**config.mk**
```make
export PLATFORM = sky130hd
export DESIGN_NAME = stage4_mem_ctrl
export DESIGN_NICKNAME = d
export VERILOG_FILES = /design/src/rtl/stage4_mem_ctrl.sv
export SDC_FILE = /design/constraint.sdc
export NUM_CORES = 1
export LEC_CHECK = 0
export BUFFER_PORTS_ARGS = -buffer_cell sky130_fd_sc_hd__buf_2
export CORE_UTILIZATION = 45
export DETAILED_ROUTE_END_ITERATION = 8
export GPL_TIMING_DRIVEN = 0
export PLACE_DENSITY = 0.82
export SLEW_MARGIN = 10
export SYNTH_ARGS = -nofsm -noshare
export SYNTH_HDL_FRONTEND = slang
export SYNTH_SLANG_ARGS = --single-unit
```
**constraint.sdc**
```tcl
create_clock -name clk -period 3.11 [get_ports clk]
set_clock_uncertainty 0.05 [all_clocks]
set_input_delay 0.1555 -clock clk [delete_from_list [all_inputs] [get_ports clk]]
set_output_delay 0.1555 -clock clk [all_outputs]
set_load 0.02 [all_outputs]
```
**src/rtl/stage4_mem_ctrl.sv**
```systemverilog
// MEM stage: PC redirect with return-address stack, req/ack data-memory access
// with pipeline stall, and MEM/WB pipeline registers.
module stage4_mem_ctrl #(
  parameter int unsigned DATA_W    = 32,
  parameter int unsigned PC_W      = 12,
  parameter int unsigned RAS_DEPTH = 8,
  parameter int unsigned REG_AW    = 5
) (
  input  logic              clk,
  input  logic              reset,
  input  logic              BR_Ex,
  input  logic              JMP_flag,
  input  logic              CALL_flag,
  input  logic              RET_flag,
  input  logic [15:0]       imm,
  input  logic [PC_W-1:0]   return_PC,
  input  logic              Memory_Read,
  input  logic              Memory_Write,
  input  logic [DATA_W-1:0] Result,
  input  logic [DATA_W-1:0] data1,
  input  logic [REG_AW-1:0] Addr_Write_Reg_in,
  input  logic              Reg_Write_En_in,
  input  logic              WB_Mux_sel_in,
  output logic              mem_req,
  output logic              mem_we,
  output logic [DATA_W-1:0] mem_addr,
  output logic [DATA_W-1:0] mem_wdata,
  input  logic [DATA_W-1:0] mem_rdata,
  input  logic              mem_ack,
  output logic              stall,
  output logic              BR_JMP_Ex,
  output logic [PC_W-1:0]   next_PC,
  output logic [DATA_W-1:0] Result_out,
  output logic [DATA_W-1:0] Memory_Data,
  output logic [REG_AW-1:0] Addr_Write_Reg_out,
  output logic              Reg_Write_En_out,
  output logic              WB_Mux_sel_out,
  output logic              ras_overflow,
  output logic              ras_underflow
);

  localparam int unsigned PTR_W = $clog2(RAS_DEPTH);
  localparam int unsigned CNT_W = PTR_W + 1;

  typedef enum logic {ST_IDLE = 1'b0, ST_WAIT = 1'b1} state_t;

  state_t              state, state_nxt;
  logic                req_nxt, we_nxt;
  logic [DATA_W-1:0]   addr_nxt, wdata_nxt;
  logic [PC_W-1:0]     ras_mem [RAS_DEPTH];
  logic [PTR_W-1:0]    ras_ptr, top_ptr;
  logic [CNT_W-1:0]    ras_cnt;
  logic                advance, ras_empty, ras_full;
  logic                do_ret, do_call, do_jmp, is_load;

  // Memory handshake FSM: next state, next request fields and stall
  always_comb begin
    state_nxt = state;
    req_nxt   = mem_req;
    we_nxt    = mem_we;
    addr_nxt  = mem_addr;
    wdata_nxt = mem_wdata;
    stall     = 1'b0;
    case (state)
      ST_IDLE: begin
        if (Memory_Read || Memory_Write) begin
          stall     = 1'b1;
          state_nxt = ST_WAIT;
          req_nxt   = 1'b1;
          we_nxt    = Memory_Write;
          addr_nxt  = Result;
          wdata_nxt = data1;
        end
      end
      ST_WAIT: begin
        if (mem_ack) begin
          state_nxt = ST_IDLE;
          req_nxt   = 1'b0;
        end else begin
          stall = 1'b1;
        end
      end
      default: state_nxt = ST_IDLE;
    endcase
  end

  always_ff @(posedge clk or negedge reset) begin
    if (!reset) begin
      state     <= ST_IDLE;
      mem_req   <= 1'b0;
      mem_we    <= 1'b0;
      mem_addr  <= '0;
      mem_wdata <= '0;
    end else begin
      state     <= state_nxt;
      mem_req   <= req_nxt;
      mem_we    <= we_nxt;
      mem_addr  <= addr_nxt;
      mem_wdata <= wdata_nxt;
    end
  end

  // Redirect decode, only on advance edges; RET > CALL > JMP > BR
  always_comb begin
    advance   = ~stall;
    do_ret    = advance & RET_flag;
    do_call   = advance & CALL_flag & ~RET_flag;
    do_jmp    = advance & (JMP_flag | BR_Ex) & ~RET_flag & ~CALL_flag;
    ras_empty = (ras_cnt == '0);
    ras_full  = (ras_cnt == CNT_W'(RAS_DEPTH));
    top_ptr   = ras_ptr - PTR_W'(1);
    is_load   = Memory_Read & ~Memory_Write;
  end

  // Stack storage needs no reset; validity is tracked by ras_cnt
  always_ff @(posedge clk) begin
    if (do_call) ras_mem[ras_ptr] <= return_PC;
  end

  always_ff @(posedge clk or negedge reset) begin
    if (!reset) begin
      ras_ptr       <= '0;
      ras_cnt       <= '0;
      ras_overflow  <= 1'b0;
      ras_underflow <= 1'b0;
      BR_JMP_Ex     <= 1'b0;
      next_PC       <= '0;
    end else begin
      BR_JMP_Ex <= do_ret | do_call | do_jmp;
      if (do_ret) begin
        if (ras_empty) begin
          next_PC       <= '0;
          ras_underflow <= 1'b1;
        end else begin
          next_PC <= ras_mem[top_ptr];
          ras_ptr <= top_ptr;
          ras_cnt <= ras_cnt - CNT_W'(1);
        end
      end else if (do_call || do_jmp) begin
        next_PC <= imm[PC_W-1:0];
      end
      if (do_call) begin
        ras_ptr <= ras_ptr + PTR_W'(1);
        if (ras_full) ras_overflow <= 1'b1;
        else          ras_cnt      <= ras_cnt + CNT_W'(1);
      end
    end
  end

  // MEM/WB registers; a stalled edge inserts a bubble
  always_ff @(posedge clk or negedge reset) begin
    if (!reset) begin
      Result_out         <= '0;
      Memory_Data        <= '0;
      Addr_Write_Reg_out <= '0;
      Reg_Write_En_out   <= 1'b0;
      WB_Mux_sel_out     <= 1'b0;
    end else if (advance) begin
      Result_out         <= Result;
      Addr_Write_Reg_out <= Addr_Write_Reg_in;
      Reg_Write_En_out   <= Reg_Write_En_in;
      WB_Mux_sel_out     <= WB_Mux_sel_in;
      if (is_load) Memory_Data <= mem_rdata;
    end else begin
      Reg_Write_En_out <= 1'b0;
    end
  end

endmodule

```
==> summary.md, run 1 <==
| Metric | Value |
|---|---|
| Commonest cells after routing, fill and taps aside | `buf_2 (311), dfrtp_1 (160), dlygate4sd3_1 (131)` |
| Root Buffer Master | `clkbuf_16` |
| Setup bufs post-CTS | `0` |
| Non-Filler Instances | `between 1000 and 1500` |
| Met2 GRT Util | `0.445` |
| WS Path Type | `flip-flop to flip-flop` |
| Largest net degree at the start of global routing | `slightly below 90` |
| VDD IR-drop max | `roughly 520 uV` |
| CTS tree | `yes` |
| Crit-path cells | `nor3_4 > o211a_1 > nand2_1 > nor3_2 > buf_6` |
| Met1 usage | `0.269` |
| Die Footprint | `22900 um^2` |
| GR peak layer | `met2` |
| Static leakage | `approximately 6.4 nW` |
| Routed Wire Length | `28500 um` |
| Dpl cell area | `12000 um^2` |
| PostCTS Resize Cnt | `0` |
| Top cell type by total area after synthesis | `dfrtp_1` |
| Cell row count | `54` |
| Max Cap Viol | `0` |
| Latest clock arrival within the worst-skew pair | `0.53 ns` |
| Drt pass-1 iters | `5` |
| Sw Ratio | `0.346` |
| Vias after detailed routing | `about 7600` |
| Synth cell types | `47` |
| First-pass GRT wire length | `roughly 42000 um` |
| Layout overhead on the synthesized area | `41.1%` |
| Sequential share of power | `0.389` |
| DR iter-0 viols | `between 300 and 400` |
| Dominant synthesized flop cell | `dfrtp_1` |
| Sum Neg Setup Slack | `0 ns` |
| Internal | `approximately 7.3 mW` |
| Synth top area share | `0.400` |
| Number of H-tree levels | `1` |
| Post-synth EDFFs | `96` |
| Top cells by area, synth | `dfrtp_1 (40%), edfxtp_1 (29%), mux2_2 (11%)` |
| Ports | `~290` |
| Warnings, synthesis | `0` |
| Syn nets | `~840` |
| Actual slew at the worst max-slew pin | `approximately 1.0 ns` |
| Outcome | `finished, final reports clean` |
| Post-layout instance area | `between 10000 and 15000 um^2` |
| Core area | `about 22000 um^2` |
| Crit-path slowest cell | `nor3_2` |
| Syn Area/Cell | `about 14 um^2` |
| Clock power frac | `0.272` |
| Syn Inst Count | `between 600 and 700` |
| Final period util | `0.873` |
| Register area share after synthesis | `0.687` |
| NumNets Final | `about 1300` |
| RSZ-0062 raised after global routing | `no` |
| Initial Utilization | `0.459` |
| Min-Delay Path Class | `input pin to flip-flop` |
| Global route overflow | `0` |
| Reg clk slew, reported paths | `around 0.060 ns` |
| Vias per cell | `~5.2` |
| Final setup violation count | `0` |
| Port Buffers | `approximately 290` |
| Post-synth ARST share | `0.625` |
| Commonest non-fill, non-tap cell in the layout | `buf_2` |
| Crit path arrival time | `2.91 ns` |
| Startpoint Class | `flip-flop` |
| Power Dens Cells | `~800 nW/um^2` |
| HPWL after detailed placement | `roughly 18000 um` |
| Met3 usage | `0.0509` |
| Final WS setup | `just under 0.4 ns` |
| Die H | `between 150 and 200 um` |
| Max Buffers Root-to-Sink | `3` |
| Initial antenna violation count | `1` |
| Sw Pwr | `between 3 and 4 mW` |
| Relative slew slack | `0.299` |
| Tot Pwr | `~11 mW` |
| Final hold violations | `0` |
| Tmin final | `2.72 ns` |
| Worst setup EP type | `flip-flop` |
| Vias in the first global route | `~8000` |
| Pins over their slew limit | `0` |
| Die X | `151 um` |
| Dpl ws | `about 0.46 ns` |
| Clock sink total | `approximately 260` |
| Post-route DRC | `0` |
| Highest clock rate | `about 370 MHz` |
| Worst endpoint required time | `about 3.3 ns` |
| Combinational Power Share | `0.339` |
| Share of layout cells above drive strength 1 | `0.412` |
| Crit Path Max Fanout | `8` |
| Placed cells | `around 1300` |
| Num CTS Buffers | `28` |
| GRT Resource Usage Total | `0.244` |
| GP Congestion | `just over 0.8` |
| Seq cells post-synth | `between 200 and 300` |
| Wire per inst | `approximately 20 um` |
| Synthesized cell area | `10000 um^2` |
| ANT nets after route | `0` |
| Max stage delay on crit path | `between 0.8 and 0.9 ns` |
-- path summary, 6_finish.rpt --
check | from | endpoint | slack [ns] | cells past startpoint
worst max-delay path | state | ras_mem[4][4] | 0.39 | 5
worst min-delay path | RET_flag | ras_cnt[0] | 0.05 | 3
worst max register to register | state | ras_mem[4][4] | 0.39 | 5
worst min register to register | ras_underflow | ras_underflow | 0.41 | 1
max in group asynchronous | reset | next_PC[9] | 2.03 | 3
min in group asynchronous | reset | mem_wdata[20] | 0.14 | 2
-- layout make-up --
class | count | area (um^2)
Fill cell | 1501 | 7680
Sequential cell | 256 | 6890
Multi-Input combinational cell | 390 | 2940
Timing Repair Buffer | 429 | 2880
Clock buffer | 36 | 752
Tap cell | 280 | 350
Buffer | 37 | 200
Clock inverter | 13 | 90.1
Inverter | 9 | 36.3
Antenna cell | 1 | 2.50
-- synth_stat cells, drive strengths merged, types with 2 or more instances --
cell type,n
o21ai,8
a21oi,14
nor4,3
o221ai,2
nand2,117
buf,31
nor3,8
dfrtp,160
a22oi,25
nand3,3
inv,9
edfxtp,96
clkbuf,6
a31oi,4
mux2,96
xnor2,4
a32oi,12
nor2,22
ha,4
o21bai,2
mux2i,48
and2,4
-- repair_timing --
| action | in CTS | in global routing |
|---|---|---|
| hold buffers | 131 | 0 |
| endpoints found under the setup margin | 0 | 0 |
| hold endpoints to repair | 318 | 0 |
-- power by group through the flow --
stage | Clock [mW] | Sequential (mW) | Combinational (mW)
finish | 3.05 | 4.36 | 3.80
global route | 3.24 | 4.41 | 4.03
global placement | 0 | 4.34 | 3.47
detailed placement | 0 | 4.38 | 3.60
floorplan | 0 | 4.92 | 1.80
CTS | 3.09 | 4.33 | 3.74
-- kinds of logic (layout without fill, tap and decap cells) --
logic type	after synthesis	count (layout)	synth area share
AO/OA/AOI/OAI	75	75	0.0553
buffers and inverters	46	524	0.0236
flip-flops	256	256	0.687
other	0	1	0
XOR/XNOR	4	4	0.00425
adder cells (fa/ha/maj)	4	4	0.00500
multiplexers	144	144	0.156
AND/OR/NAND/NOR	163	163	0.0687
-- registers in the layout (all words and copies together), names as in the netlist --
signal,cells
mem_wdata,32
Reg_Write_En_out,1
WB_Mux_sel_out,1
ras_cnt,4
ras_underflow,1
BR_JMP_Ex,1
mem_addr,32
ras_ptr,3
next_PC,12
state,1
ras_overflow,1
ras_mem,96
Addr_Write_Reg_out,5
mem_req,1
Memory_Data,32
Result_out,32
mem_we,1
-- worst max-delay path, delay by kind of cell, from the launching register on --
family	cells	cell delay [ns]
simple gates	3	1.36
flops	1	0.43
compound gates	1	0.35
buf+inv	1	0.24
-- per-stage QoR --
| step | util | hold slack [ns] |
|---|---|---|
| floorplan | - | -0.190 |
| detailed placement | 0.549 | 0.0995 |
| global route | 0.648 | 0.0622 |
| CTS | 0.648 | 0.0316 |
| finish | 0.648 | 0.0510 |
| global placement | 0.541 | 0.306 |
-- routing by layer --
layer	up-vias	part of all wire
met5	-	0
met4	0	0.047
met3	91	0.067
met2	362	0.53
met1	3741	0.36
li1	3407	-
Note: power is estimated with default switching activity, not from simulation.
==> run 2, diff against run 1 <==
- BUFFER_PORTS_ARGS: -buffer_cell sky130_fd_sc_hd__buf_2 -> -buffer_cell sky130_fd_sc_hd__buf_4
==> summary.md, run 2 (synthesized netlist as in run 1, its figures left out) <==
| Metric | Value |
|---|---|
| Outcome | `finished, final reports clean` |
| Worst path depth | `8` |
| Power Dens Cells | `between 700 and 800 nW/um^2` |
| Port Buffers | `about 290` |
| Wire per inst | `around 21 um` |
| Core area | `approximately 22000 um^2` |
| Initial Utilization | `0.459` |
| Commonest non-fill, non-tap cell in the layout | `buf_4` |
| Metal3 WL | `~2300 um` |
| Final hold violations | `0` |
| RSZ-0062 raised after global routing | `no` |
| Clock sink total | `256` |
| Crit path to | `next_PC[9]` |
| Ports | `just under 300` |
| Crit-path cells | `inv_1 > ha_1 > clkbuf_1 > buf_2 > mux2i_1 > a22oi_1 > a32oi_1 > a21oi_2` |
| Highest clock rate | `391 MHz` |
| Antenna fix cells | `0` |
| Sw Ratio | `0.338` |
| Non-Filler Instances | `1453` |
| Relative slew slack | `0.513` |
| Setup slack, reg-to-reg | `about 0.55 ns` |
| Final period util | `0.822` |
| Vias per cell | `5.32` |
| Largest net degree at the start of global routing | `about 110` |
| Top reg by flops | `ras_mem` |
| Pins over their slew limit | `0` |
| CTS tree | `yes` |
| CP Buf/Inv Count | `3` |
| Layout overhead on the synthesized area | `48.9%` |
| HPWL after detailed placement | `around 18000 um` |
| Tmin final | `approximately 2.6 ns` |
| NumNets Final | `1296` |
| Crit path arrival time | `slightly below 3 ns` |
| GRT Resource Usage Total | `0.263` |
| Worst setup EP type | `flip-flop` |
| Worst endpoint required time | `3.47 ns` |
| Crit path max-delay family | `buffers and inverters` |
| Max Buffers Root-to-Sink | `3` |
| Crit path from | `ras_ptr[1]` |
| DR top layer | `met4` |
| Reg area | `between 6000 and 7000 um^2` |
| R2r startpoint | `ras_ptr[1]` |
| Static leakage | `6.67 nW` |
| Reg clk slew, reported paths | `0.06 ns` |
| Clock power frac | `0.275` |
| Die H | `between 150 and 200 um` |
| Sequential share of power | `0.372` |
| Cell row count | `54` |
| Drt pass-1 iters | `4` |
| Global route overflow | `0` |
| Post-route DRC | `0` |
| Internal | `around 7.8 mW` |
| Routed Wire Length | `~31000 um` |
| Die Footprint | `around 23000 um^2` |
| GP Congestion | `roughly 0.81` |
| Commonest cells after routing, fill and taps aside | `buf_4 (295), dfrtp_1 (160), dlygate4sd3_1 (132)` |
| Share of layout cells above drive strength 1 | `0.412` |
| Fill count | `about 1400` |
| Crit Path Max Fanout | `10` |
| Actual slew at the worst max-slew pin | `~0.73 ns` |
| Startpoint Class | `flip-flop` |
| Root Buffer Master | `clkbuf_16` |
| WHS | `between 0.08 and 0.09 ns` |
| First-pass GRT wire length | `about 45000 um` |
| Vias after detailed routing | `~7700` |
| Routed length on met2 | `between 15000 and 20000 um` |
| ANT nets after route | `0` |
| Vias in the first global route | `around 8000` |
| Max stage delay on crit path | `0.53 ns` |
| Max reg flops | `96` |
| DR iter-0 viols | `roughly 330` |
| Tot Pwr | `about 12 mW` |
| Max Cap Viol | `0` |
| Sw Pwr | `roughly 4.0 mW` |
| Area occupied by multi-input gates | `~2900 um^2` |
| Setup bufs post-CTS | `0` |
| Placed cells | `between 1000 and 1500` |
| WS Path Type | `flip-flop to flip-flop` |
| Number of H-tree levels | `1` |
| RR Endpoint | `next_PC[9]` |
| Met1 Routed Length | `10700 um` |
| Combinational Power Share | `0.352` |
| Crit-path slowest cell | `dfrtp_1` |
| Die X | `between 150 and 200 um` |
| Latest clock arrival within the worst-skew pair | `about 0.53 ns` |
| Reg2reg path depth | `8` |
| VDD IR-drop max | `roughly 540 uV` |
| Num CTS Buffers | `28` |
| Initial antenna violation count | `0` |
| Min-Delay Path Class | `input pin to asynchronous set/reset pin` |
| Final setup violation count | `0` |
[run 2: cell types whose count changed in the layout (fill, tap and decap cells not counted), moves of 2 or more]
cell      delta
buf_4      +287
clkinv_2     -3
clkinv_1     -4
clkbuf_8     +3
buf_2      -286
clkbuf_1     +5
buf_6        -2
[run 2: stage by stage]
stage,setup slack [ns],cell area (um^2),util,setup TNS (ns)
global route,0.411,14900,0.684,0
floorplan,0.372,10000,-,0
finish,0.553,14900,0.684,0
global placement,-0.723,12500,0.574,-29.51
detailed placement,0.627,12700,0.582,0
CTS,0.614,14900,0.684,0
[run 2: how the worst min path moves through the flow]
stage	slack (ns)	to	start
4_1_cts	0.09	mem_wdata[17]	reset
2_1_floorplan	-0.19	Addr_Write_Reg_out[0]	reset
3_3_place_gp	0.31	Addr_Write_Reg_out[3]	Addr_Write_Reg_in[3]
6_report	0.09	Addr_Write_Reg_out[1]	reset
3_5_place_dp	0.05	mem_wdata[15]	reset
5_1_grt	0.11	Addr_Write_Reg_out[1]	reset
[run 2: power groups by stage]
stage	Clock (mW)	Combinational (mW)	Sequential, mW
floorplan	0	1.80	4.92
CTS	3.28	4.07	4.35
global placement	0	3.80	4.37
finish	3.25	4.15	4.39
global route	3.44	4.37	4.44
detailed placement	0	3.92	4.40
[run 2: what timing repair did]
action / CTS / global route
endpoints found under the hold margin: 309 / 0
resized for setup: 0 / 0
hold buffers: 132 / 0
[run 2: cell type report]
| cell class | instances | area share |
|---|---|---|
| Sequential cell | 256 | 0.462 |
| Tap cell | 280 | 0.0235 |
| Inverter | 9 | 0.00243 |
| Multi-Input combinational cell | 390 | 0.197 |
| Clock buffer | 44 | 0.0544 |
| Buffer | 37 | 0.0134 |
| Timing Repair Buffer | 430 | 0.242 |
| Clock inverter | 7 | 0.00595 |
[run 2: routing by layer]
metal | track usage | vias up
met4 | 0.134 | 0
met1 | 0.286 | 3805
met2 | 0.476 | 417
met3 | 0.0620 | 91
met5 | 0 | -
li1 | - | 3418
